`src/rtl/encoder_pkg.sv`:
```
// Shared constants and helpers for the 8-to-3 event encoder.
package encoder_pkg;

  localparam int EV_W       = 8;
  localparam int ADDR_W     = 3;
  localparam int PRIO_FIXED = 0;
  localparam int PRIO_RR    = 1;

  function automatic logic [EV_W-1:0] onehot3(input logic [ADDR_W-1:0] idx);
    return EV_W'(1) << idx;
  endfunction

  function automatic logic [3:0] popcount8(input logic [EV_W-1:0] v);
    logic [3:0] n;
    n = '0;
    for (int i = 0; i < EV_W; i++) begin
      n = n + {3'b000, v[i]};
    end
    return n;
  endfunction

endpackage

```
`src/rtl/prio_select8.sv`:
```
// Combinational picker: lowest set bit (fixed) or first set bit at/after start (round-robin).
module prio_select8
  import encoder_pkg::*;
(
  input  logic [EV_W-1:0]   cand,
  input  logic [ADDR_W-1:0] start,
  input  logic              mode,
  output logic [ADDR_W-1:0] sel,
  output logic              any
);

  logic [ADDR_W-1:0] base;
  logic [ADDR_W-1:0] idx;
  logic              found;

  always_comb begin
    sel   = '0;
    idx   = '0;
    found = 1'b0;
    any   = |cand;
    base  = mode ? start : '0;
    // Index arithmetic is 3 bits wide, so the scan wraps from 7 back to 0.
    for (int i = 0; i < EV_W; i++) begin
      idx = base + ADDR_W'(i);
      if (!found && cand[idx]) begin
        sel   = idx;
        found = 1'b1;
      end
    end
  end

endmodule

```
`src/rtl/event_encoder_8to3.sv`:
```
// Captures event pulses into a pending set and offers one encoded index per cycle
// over valid/ready; repeats of an outstanding index are counted as drops.
module event_encoder_8to3
  import encoder_pkg::*;
#(
  parameter int PRIO_MODE = 0,
  parameter int CNT_W     = 8
) (
  input  logic              clk,
  input  logic              rst_n,
  input  logic [EV_W-1:0]   pattern_in,
  output logic [ADDR_W-1:0] address_out,
  output logic              valid_out,
  input  logic              ready_in,
  output logic [EV_W-1:0]   pending_out,
  output logic              drop_flag,
  output logic [CNT_W-1:0]  drop_cnt,
  input  logic              clr_drop
);

  function automatic logic [CNT_W-1:0] sat_add(input logic [CNT_W-1:0] base,
                                               input logic [3:0]       inc);
    logic [CNT_W+3:0] sum;
    sum = (CNT_W+4)'(base) + (CNT_W+4)'(inc);
    if (|sum[CNT_W+3:CNT_W]) return '1;
    return sum[CNT_W-1:0];
  endfunction

  logic              vld_p1;
  logic [ADDR_W-1:0] addr_p1;
  logic [EV_W-1:0]   pending_p1;
  logic [ADDR_W-1:0] rr_ptr;
  logic              drop_flag_q;
  logic [CNT_W-1:0]  drop_cnt_q;

  logic              acc;
  logic              load;
  logic [EV_W-1:0]   held;
  logic [EV_W-1:0]   blocked;
  logic [EV_W-1:0]   drop_vec;
  logic [EV_W-1:0]   cand;
  logic [ADDR_W-1:0] sel;
  logic              sel_any;

  // Stage p0: classify arrivals against what is already pending or on offer
  always_comb begin
    acc      = vld_p1 & ready_in;
    load     = ~vld_p1 | acc;
    held     = (vld_p1 & ~acc) ? onehot3(addr_p1) : '0;
    blocked  = pending_p1 | held;
    drop_vec = pattern_in & blocked;
    cand     = pending_p1 | (pattern_in & ~held);
  end

  prio_select8 u_sel (
    .cand  (cand),
    .start (rr_ptr),
    .mode  (PRIO_MODE == PRIO_RR),
    .sel   (sel),
    .any   (sel_any)
  );

  // Stage p1: offer register, pending set and drop status
  always_ff @(posedge clk) begin
    if (!rst_n) begin
      vld_p1      <= 1'b0;
      addr_p1     <= '0;
      pending_p1  <= '0;
      rr_ptr      <= '0;
      drop_flag_q <= 1'b0;
      drop_cnt_q  <= '0;
    end else begin
      if (load) begin
        if (sel_any) begin
          vld_p1     <= 1'b1;
          addr_p1    <= sel;
          pending_p1 <= cand & ~onehot3(sel);
          rr_ptr     <= sel + ADDR_W'(1);
        end else begin
          vld_p1     <= 1'b0;
          addr_p1    <= '0;
          pending_p1 <= '0;
        end
      end else begin
        pending_p1 <= cand;
      end
      // A drop in the same cycle as a clear restarts the count from this cycle's drops.
      drop_cnt_q  <= sat_add(clr_drop ? '0 : drop_cnt_q, popcount8(drop_vec));
      drop_flag_q <= (drop_flag_q & ~clr_drop) | (|drop_vec);
    end
  end

  assign address_out = addr_p1;
  assign valid_out   = vld_p1;
  assign pending_out = pending_p1;
  assign drop_flag   = drop_flag_q;
  assign drop_cnt    = drop_cnt_q;

endmodule

```
`config.mk`:
```
export PLATFORM = sky130hd
export DESIGN_NAME = event_encoder_8to3
export DESIGN_NICKNAME = d
export VERILOG_FILES = /design/src/rtl/encoder_pkg.sv /design/src/rtl/prio_select8.sv /design/src/rtl/event_encoder_8to3.sv
export SDC_FILE = /design/constraint.sdc
export NUM_CORES = 1
export LEC_CHECK = 0
export CORE_UTILIZATION = 60
export DETAILED_ROUTE_END_ITERATION = 8
export DONT_BUFFER_PORTS = 1
export PLACE_DENSITY_LB_ADDON = 0.3
export SLEW_MARGIN = 20
export SYNTH_ARGS = -nofsm -noshare
export SYNTH_HDL_FRONTEND = slang
export SYNTH_SLANG_ARGS = --single-unit
```
`constraint.sdc`:
```
create_clock -name clk -period 5.2 [get_ports clk]
set_input_delay 0.52 -clock clk [delete_from_list [all_inputs] [get_ports clk]]
set_output_delay 0.52 -clock clk [all_outputs]
set_load 0.01 [all_outputs]
```
== Yosys cells after proc, flatten, opt, wreduce, memory -nomap -nowiden ==
Index checks and enable logic that the tools add are counted.

* Reductions and logical operators: 17
* $add $sub $neg: 8
* Bitwise gates (word level): 15
* Shift-type cells: 2
* Mux-type cells: 24

{| class="wikitable"
|+ Operator list
! cell !! number
|-
| 8-bit 2-to-1 mux || 6
|-
| 8-bit AND || 3
|-
| 4-bit by 1-bit adder with 4-bit output || 4
|-
| 8-bit NOT || 2
|-
| 8-bit bitwise OR || 2
|-
| 8-bit OR reduction || 2
|-
| 1-bit by 3-bit << shifter with 8-bit output (first input constant) || 2
|-
| 3-bit 2-to-1 mux || 5
|-
| 1-bit 2-to-1 mux || 11
|-
| 8-bit by 4-bit adder with 9-bit output || 1
|-
| 1-bit logical AND || 7
|-
| 1-bit zero test || 7
|-
| 3-bit by 1-bit adder with 4-bit output || 1
|-
| 2-bit 2-to-1 mux || 2
|-
| 4-bit OR reduction || 1
|-
| 2-bit by 1-bit adder with 3-bit output || 1
|-
| 1-bit AND || 3
|-
| 1-bit NOT || 3
|-
| 1-bit by 1-bit adder with 2-bit output || 1
|-
| 1-bit bitwise OR || 2
|}

* Register bits: 21
* Output and inout port bits: 21
* Input port bits: 12
* Logic and storage cells: 71

== Longest topological paths before layout ==
Gate-level depths: netlist of the first run.

* Word-level depth: 34
* Gate-level depth with buffers: 16
* Mapped depth without buffers: 16

== Modules after synthesis ==
From an unflattened synthesis of the first run, not the netlist that was laid out.

* Cells, all modules: 316
* Area total of the unflattened synthesis: 2,571.2 sq um

{| class="wikitable"
|+ Modules (own cells, without submodules)
! module !! times used !! cells each !! area each (sq um) !! sequential area each (sq um)
|-
| event_encoder_8to3 || 1 || 174 || 1,527.7 || 480.5
|-
| prio_select8 || 1 || 142 || 1,043.5 || 0.0
|}

== Least setup slack after synthesis of the first run ==
No wires, ideal clock.

* Path kind: input -> register
* Start: input port ready_in
* End: register drop_cnt_q[7], in the netlist drop_cnt[7]
* Library setup time: 115 ps
* Buffers on the path: 0
* Stages: 14
* Data required time: 5,085 ps
* Arrival time: 4,360 ps
* Setup slack: 725 ps
* Path through: nor4b_4 > nor2b_1 > o21ai_0 > fa_1 > fa_1 > inv_1 > fa_1 > fa_1 > fa_1 > a21o_1 > a21oi_1 > nor2b_1 > mux2i_1 > and2_1

* Word-level cells in the longest chain between the ends: 18

{| class="wikitable"
|+ Ends and longest elaborated chain
! item !! line !! text
|-
| start, declared || event_encoder_8to3.sv:14 || <nowiki>input logic ready_in,</nowiki>
|-
| 1-bit AND (*) || event_encoder_8to3.sv:47 || <nowiki>acc = vld_p1 & ready_in;</nowiki>
|-
| 1-bit NOT (*) || event_encoder_8to3.sv:49 || <nowiki>held = (vld_p1 & ~acc) ? onehot3(addr_p1) : '0;</nowiki>
|-
| 1-bit AND (*) || event_encoder_8to3.sv:49 ||
|-
| 8-bit 2-to-1 mux (*) || event_encoder_8to3.sv:49 ||
|-
| 8-bit bitwise OR (*) || event_encoder_8to3.sv:50 || <nowiki>blocked = pending_p1 | held;</nowiki>
|-
| 8-bit AND (*) || event_encoder_8to3.sv:51 || <nowiki>drop_vec = pattern_in & blocked;</nowiki>
|-
| 1-bit by 1-bit adder with 2-bit output || encoder_pkg.sv:17 || <nowiki>n = n + {3'b000, v[i]};</nowiki>
|-
| 2-bit by 1-bit adder with 3-bit output || encoder_pkg.sv:17 ||
|-
| 3-bit by 1-bit adder with 4-bit output || encoder_pkg.sv:17 ||
|-
| 4-bit by 1-bit adder with 4-bit output (3 in a row) || encoder_pkg.sv:17 ||
|-
| 4-bit by 1-bit adder with 4-bit output (*) || encoder_pkg.sv:17 ||
|-
| 8-bit by 4-bit adder with 9-bit output (*) || event_encoder_8to3.sv:24 || <nowiki>sum = (CNT_W+4)'(base) + (CNT_W+4)'(inc);</nowiki>
|-
| 4-bit OR reduction || event_encoder_8to3.sv:25 || <nowiki>if (|sum[CNT_W+3:CNT_W]) return '1;</nowiki>
|-
| 1-bit 2-to-1 mux || event_encoder_8to3.sv:25 ||
|-
| 1-bit 2-to-1 mux || event_encoder_8to3.sv:65 || <nowiki>if (!rst_n) begin</nowiki>
|-
| 8-bit 2-to-1 mux (*) || event_encoder_8to3.sv:26 || <nowiki>return sum[CNT_W-1:0];</nowiki>
|-
| end signal, assigned || event_encoder_8to3.sv:88 || <nowiki>drop_cnt_q <= sat_add(clr_drop ? '0 : drop_cnt_q, popcount8(drop_vec));</nowiki>
|-
| end, declared || event_encoder_8to3.sv:34 || <nowiki>logic [CNT_W-1:0] drop_cnt_q;</nowiki>
|}

Mark *: on every way between the ends. The rest lies on a longest branch, timed or not. The select of a mux whose other input is x is not followed.
A chain may end at the register's enable or synchronous reset.

== Worst setup path after layout of the first run ==
* Start: register addr_p1[1], in the netlist address_out[1]
* End: register drop_cnt_q[7], in the netlist drop_cnt[7]

* Word-level cells in the longest chain between the ends: 16

{| class="wikitable"
|+ Ends and longest elaborated chain
! item !! line !! text
|-
| start, declared || event_encoder_8to3.sv:30 || <nowiki>logic [ADDR_W-1:0] addr_p1;</nowiki>
|-
| start signal, assigned || event_encoder_8to3.sv:76 || <nowiki>addr_p1 <= sel;</nowiki>
|-
| 1-bit by 3-bit << shifter with 8-bit output (*) || encoder_pkg.sv:10 || <nowiki>return EV_W'(1) << idx;</nowiki>
|-
| 8-bit 2-to-1 mux (*) || event_encoder_8to3.sv:49 ||
|-
| 8-bit bitwise OR (*) || event_encoder_8to3.sv:50 ||
|-
| 8-bit AND (*) || event_encoder_8to3.sv:51 ||
|-
| 1-bit by 1-bit adder with 2-bit output || encoder_pkg.sv:17 ||
|-
| 2-bit by 1-bit adder with 3-bit output || encoder_pkg.sv:17 ||
|-
| 3-bit by 1-bit adder with 4-bit output || encoder_pkg.sv:17 ||
|-
| 4-bit by 1-bit adder with 4-bit output (3 in a row) || encoder_pkg.sv:17 ||
|-
| 4-bit by 1-bit adder with 4-bit output (*) || encoder_pkg.sv:17 ||
|-
| 8-bit by 4-bit adder with 9-bit output (*) || event_encoder_8to3.sv:24 ||
|-
| 4-bit OR reduction || event_encoder_8to3.sv:25 ||
|-
| 1-bit 2-to-1 mux || event_encoder_8to3.sv:25 ||
|-
| 1-bit 2-to-1 mux || event_encoder_8to3.sv:65 ||
|-
| 8-bit 2-to-1 mux (*) || event_encoder_8to3.sv:26 ||
|}

Marks and branches as above.

==> impl_metrics.json, run 1 <==
{
  "finalHoldViolCount": 0,
  "grt_max_degree": 21,
  "port_buffers": 0,
  "hold_buffers": 0,
  "power.leakage_uw": 0.000654,
  "pin_count": 33,
  "firstDrtPassIters": 4,
  "rsz0062_at_grt": "no",
  "clk_latency_ns": 0.31,
  "avgViaCountPerCell": 6.40,
  "coreArea_sq_um": 2280,
  "netlist_instances": 173,
  "ys_seq_elements": 21,
  "rrSetupSlack_ns": 0.47,
  "ant_nets": 0,
  "setup_violations": 0,
  "drive_gt1_share_pct": 7.47,
  "r2r_end": "drop_cnt[7]",
  "grt-ovfl-total": 0,
  "dpl.hpwl_mm": 2.69,
  "ctsLongestPathBuffers": 2,
  "cts_tree": "yes",
  "end_kind": "register",
  "synth-async-reset-ratio_pct": 0,
  "hold_class": "in2reg",
  "fp.dieH_um": 51.8,
  "cp.arrival_ns": 4.95,
  "power_density_nw_per_um2": 257,
  "yosys-top-cells-area": "dfxtp_1 28%, fa_1 6.7%, ha_1 5.9%",
  "rows": 17,
  "die_w_um": 51.8,
  "yosysTopAreaCell": "dfxtp_1",
  "fmax_mhz": 211,
  "grt_first_pass_wirelength_mm": 5.49,
  "numCtsBuffers": 3,
  "path_clk_slew_ns": 0.13,
  "synthesis.area_sq_um": 1490,
  "area_delta_synth_final_pct": 3.28,
  "period_share_pct": 91.0,
  "yosysTopAreaCellShare_pct": 28.2,
  "layout_min_cycle_time_ns": 4.73,
  "yosysSeqAreaShare_pct": 28.2,
  "startpoint_type": "register",
  "skew_ns": 0.0128,
  "yosys_warnings": 0,
  "r2r-start": "address_out[1]",
  "clockRootBuffer": "clkbuf_4",
  "wl_per_cell_um": 17.0,
  "hold_path.startpoint": "rst_n",
  "synth.avg_cell_area_sq_um": 8.61,
  "vias": 1293,
  "final_nets": 199,
  "synth_cell_types": 46,
  "first_iter_violations": 68,
  "cts_sinks": 21,
  "cp_max_fo": 9,
  "worst-endpoint-required_ns": 5.42,
  "total_power_uw": 395,
  "finalWirelength_mm": 3.44,
  "peakVddDrop_mv": 0.147,
  "crit_type": "reg2reg",
  "antenna_found_initial": 0,
  "setup_tns_ns": 0,
  "drv_cap": 0,
  "grt_pass1_vias": 1278,
  "syn_nets": 197,
  "slew_headroom_pct": 45.1,
  "holdPathEnd": "drop_cnt[4]",
  "fill_cells": 175,
  "die_area_sq_um": 2680,
  "postCtsSetupBuffers": 0,
  "hold_depth": 2,
  "outcome": "finished clean",
  "slew_viol_final": 0,
  "ys.flop_type": "dfxtp_1",
  "post_cts_resized": 0,
  "initial_utilization_pct": 65.4,
  "r2r_cells": 14,
  "gp_congestion": 0.924,
  "n_antenna_cell": 0,
  "grt_usage_pct": 27.8,
  "route.detailed.drc": 0,
  "synth_edf_count": 0,
  "worst_pin_slew_ns": 0.816,
  "htree_num_levels": 1
}
-- layout make-up --
type | count | area [sq um] | area share (%)
multi-input combinational | 141 | 1020 | 66.2
timing repair buffer | 2 | 15.0 | 0.976
clock inverter | 1 | 5.00 | 0.325
inverter | 6 | 22.5 | 1.46
tap | 28 | 35.0 | 2.28
clock buffer | 3 | 22.5 | 1.46
sequential | 21 | 420 | 27.3
-- power breakdown --
| group | internal [uW] | switching (uW) | total [uW] |
|---|---|---|---|
| logic | 53.5 | 60.5 | 114 |
| registers | 178 | 23.2 | 201 |
| clock network | 28.6 | 52.0 | 80.7 |
| total | 260 | 136 | 395 |
-- cells in the final DEF (no fill, tap or decap), types with 5 or more instances in the layout --
cell type   n
dfxtp_1    21
o21ai_0    11
ha_1        7
nand2b_1    8
inv_1       6
o21a_1      8
nor2_1     14
nor2b_1     9
nand2_1    15
a21oi_1     8
fa_1        5
nor3_1      5
-- state kept, by name, indices dropped and copies added, names as in the netlist --
signal       flops
drop_cnt         8
address_out      3
drop_flag        1
pending_out      8
valid_out        1
-- layer usage --
metal / track usage [%] / up-vias / wire (um)
met5: 0 / - / 0
met3: 4.97 / 4 / 259
met4: 8.56 / 0 / 26
met1: 35.7 / 612 / 1500
li1: - / 624 / -
met2: 47.2 / 53 / 1660
-- critical path: stages (launching register included) --
cell     delay [ns]
dfxtp_1        0.44
nor4b_4        0.40
nor2b_1        0.22
o21ai_0        0.17
fa_1           0.54
fa_1           0.54
inv_1          0.05
fa_1           0.50
fa_1           0.47
fa_1           0.41
a21o_1         0.19
a21oi_1        0.30
nor2b_1        0.18
mux2i_1        0.08
and2_1         0.16
-- cell families after synthesis --
family | Yosys count | synth area share (%)
simple gates | 72 | 27.3
mux | 3 | 2.02
compound gates | 51 | 24.6
flops | 21 | 28.2
fa+ha+maj | 12 | 12.6
buf+inv | 11 | 3.45
xor+xnor | 3 | 1.77
-- stage by stage --
stage | utilization [%] | cells | worst slack (ns) | hold WS (ns) | instance area (sq um)
floorplan | - | 173 | 0.725 | 0.586 | 1490
global placement | 66.4 | 198 | 0.598 | 0.617 | 1510
detailed placement | 66.4 | 198 | 0.469 | 0.638 | 1510
CTS | 67.6 | 202 | 0.465 | 0.317 | 1540
global route | 67.6 | 202 | 0.129 | 0.303 | 1540
finish | 67.6 | 202 | 0.466 | 0.319 | 1540
-- cell usage after synthesis (3+ instances only) --
cell type and number:
inv_1 6, nand2_1 15, o21a_1 8, nor3_1 5, nor2b_1 9, fa_1 5, o211a_1 3, o21ai_0 11
nand3b_1 3, nand2b_1 8, nor2_1 14, ha_1 7, o41a_1 3, a21oi_1 8, a21o_1 3, dfxtp_1 21
or2_2 3, mux2i_1 3
-- worst max-delay path by stage --
| stage | depth (start not counted) | startpoint | slack [ns] | to |
|---|---|---|---|---|
| 3_5_place_dp | 14 | ready_in | 0.47 | drop_cnt[7] |
| 6_report | 14 | address_out[1] | 0.47 | drop_cnt[7] |
| 5_1_grt | 13 | address_out[1] | 0.13 | drop_cnt[2] |
| 4_1_cts | 14 | address_out[1] | 0.46 | drop_cnt[7] |
| 2_1_floorplan | 14 | ready_in | 0.73 | drop_cnt[7] |
| 3_3_place_gp | 14 | ready_in | 0.60 | drop_cnt[7] |
No activity file was read; power rests on OpenSTA's default activity.
==> inputs of run 2 (changes only) <==
Settings changed: ABC_CLOCK_PERIOD_IN_PS set to 5200.
==> results of run 2 <==
No change in the layout: final DEF, timing and power equal those of run 1.
==> inputs of run 3 (changes only) <==
Settings changed: CELL_PAD_IN_SITES_DETAIL_PLACEMENT set to 0, CELL_PAD_IN_SITES_GLOBAL_PLACEMENT set to 1, CORE_UTILIZATION 60 to 46, PLACE_DENSITY_LB_ADDON 0.3 to 0.1.
==> impl_metrics.json, run 3 (synthesis results as in run 1) <==
{
  "finalHoldViolCount": 0,
  "ant_nets": 0,
  "finalWirelength_mm": 3.43,
  "multiInputGateArea_sq_um": 1020,
  "die_area_sq_um": 3470,
  "port_buffers": 0,
  "drv_cap": 0,
  "avgViaCountPerCell": 5.85,
  "setup_tns_ns": 0,
  "place_inst": 213,
  "cts_tree": "yes",
  "fp.dieH_um": 58.9,
  "layout_min_cycle_time_ns": 4.71,
  "critPathSlowestCell": "fa_1",
  "gp_congestion": 0.803,
  "layout_setup_ws_ns": 0.486,
  "fin_cells": 217,
  "grt-ovfl-total": 0,
  "startpoint_type": "register",
  "numCtsBuffers": 3,
  "slowest_delay_ns": 0.54,
  "htree_num_levels": 1,
  "dpl.hpwl_mm": 2.71,
  "total_power_uw": 398,
  "power.leakage_uw": 0.000649,
  "firstDrtPassIters": 4,
  "setup_violations": 0,
  "pin_count": 33,
  "hold_class": "in2reg",
  "final_nets": 198,
  "dr_wl_met2_mm": 1.43,
  "drive_gt1_share_pct": 6.94,
  "postCtsSetupBuffers": 0,
  "rsz0062_at_grt": "no",
  "slew_viol_final": 0,
  "top_layer": "met4",
  "rows": 20,
  "fill_cells": 306,
  "n_antenna_cell": 0,
  "met3_length_um": 228,
  "clockRootBuffer": "clkbuf_4",
  "clk_latency_ns": 0.31,
  "area_delta_synth_final_pct": 4.12,
  "wl_per_cell_um": 15.8,
  "ctsLongestPathBuffers": 2,
  "cp.arrival_ns": 4.94,
  "cts_sinks": 21,
  "route.detailed.drc": 0,
  "crit_type": "reg2reg",
  "grt_first_pass_wirelength_mm": 5.64,
  "post_cts_resized": 0,
  "cp_max_fo": 9,
  "power_density_nw_per_um2": 256,
  "skew_ns": 0.0106,
  "die_w_um": 58.9,
  "period_share_pct": 90.6,
  "wl_met1_mm": 1.73,
  "outcome": "finished clean",
  "initial_utilization_pct": 48.8,
  "grt_pass1_vias": 1169,
  "slew_headroom_pct": 40.6,
  "grt_usage_pct": 21.9,
  "vias": 1269,
  "first_iter_violations": 56,
  "peakVddDrop_mv": 0.111,
  "holdWs_ns": 0.308,
  "path_common_cell": "fa_1",
  "grt_max_degree": 21,
  "mostFrequentLayoutCells": "21 x dfxtp_1, 15 x nand2_1, 14 x nor2_1, 11 x o21ai_0, 9 x nor2b_1",
  "dpl_worst_slack_ns": 0.483,
  "coreArea_sq_um": 3050,
  "fmax_mhz": 212,
  "antenna_found_initial": 0,
  "seq_area_sq_um": 420,
  "crit_chain": "nor4b_4, nor2b_1, o21ai_0, fa_1, fa_1, inv_1, fa_1, fa_1, fa_1, a21o_1, a21oi_1, nor4_1, o21a_1",
  "end_kind": "register",
  "hold_buffers": 0,
  "worst-endpoint-required_ns": 5.43,
  "final_common_cell": "dfxtp_1",
  "path_clk_slew_ns": 0.13,
  "worst_pin_slew_ns": 0.882
}
## run 3: cell count changes in the layout (fill, tap and decap cells not counted)
cell	previous run	this run
buf_4	2	1
## run 3: final timing paths
path | end | slack, ns | depth (start not counted) | from
worst max-delay path | drop_cnt[2] | 0.49 | 13 | address_out[1]
worst min register to register | drop_cnt[6] | 0.65 | 2 | drop_cnt[6]
worst min-delay path | drop_cnt[5] | 0.31 | 2 | rst_n
worst max register to register | drop_cnt[2] | 0.49 | 13 | address_out[1]
## run 3: routing by layer
layer / up-vias / GRT usage, %
met5: - / 0
met4: 0 / 7.48
met3: 5 / 4.62
met2: 40 / 31.2
met1: 597 / 32.7
li1: 627 / -
## run 3: worst max-delay path, delay by kind of cell, from the launching register on
family          cells  cell delay [ns]
buf+inv             1             0.05
compound gates      4             0.88
fa+ha+maj           5             2.46
simple gates        3             0.78
flops               1             0.46
## run 3: power breakdown
part / switching [uW] / leakage (uW) / internal [uW] / total [uW]
clock: 54.5 / 0.0000177 / 28.8 / 83.3
sequential: 24.5 / 0.000173 / 178 / 202
combinational: 58.4 / 0.000458 / 54.0 / 112
total: 137 / 0.000649 / 260 / 398
## run 3: area by class of cell
| type | instances | area share [%] |
|---|---|---|
| Multi-Input combinational cell | 141 | 65.6 |
| Sequential cell | 21 | 27.1 |
| Tap cell | 44 | 3.55 |
| Clock buffer | 3 | 1.45 |
| Inverter | 6 | 1.45 |
| Timing Repair Buffer | 1 | 0.484 |
| Clock inverter | 1 | 0.323 |
## run 3: stage by stage
| stage | area, sq um | utilization, % |
|---|---|---|
| 2_1_floorplan | 1490 | - |
| 3_3_place_gp | 1520 | 49.9 |
| 3_5_place_dp | 1520 | 49.9 |
| 4_1_cts | 1550 | 50.8 |
| 5_1_grt | 1550 | 50.8 |
| 6_report | 1550 | 50.8 |
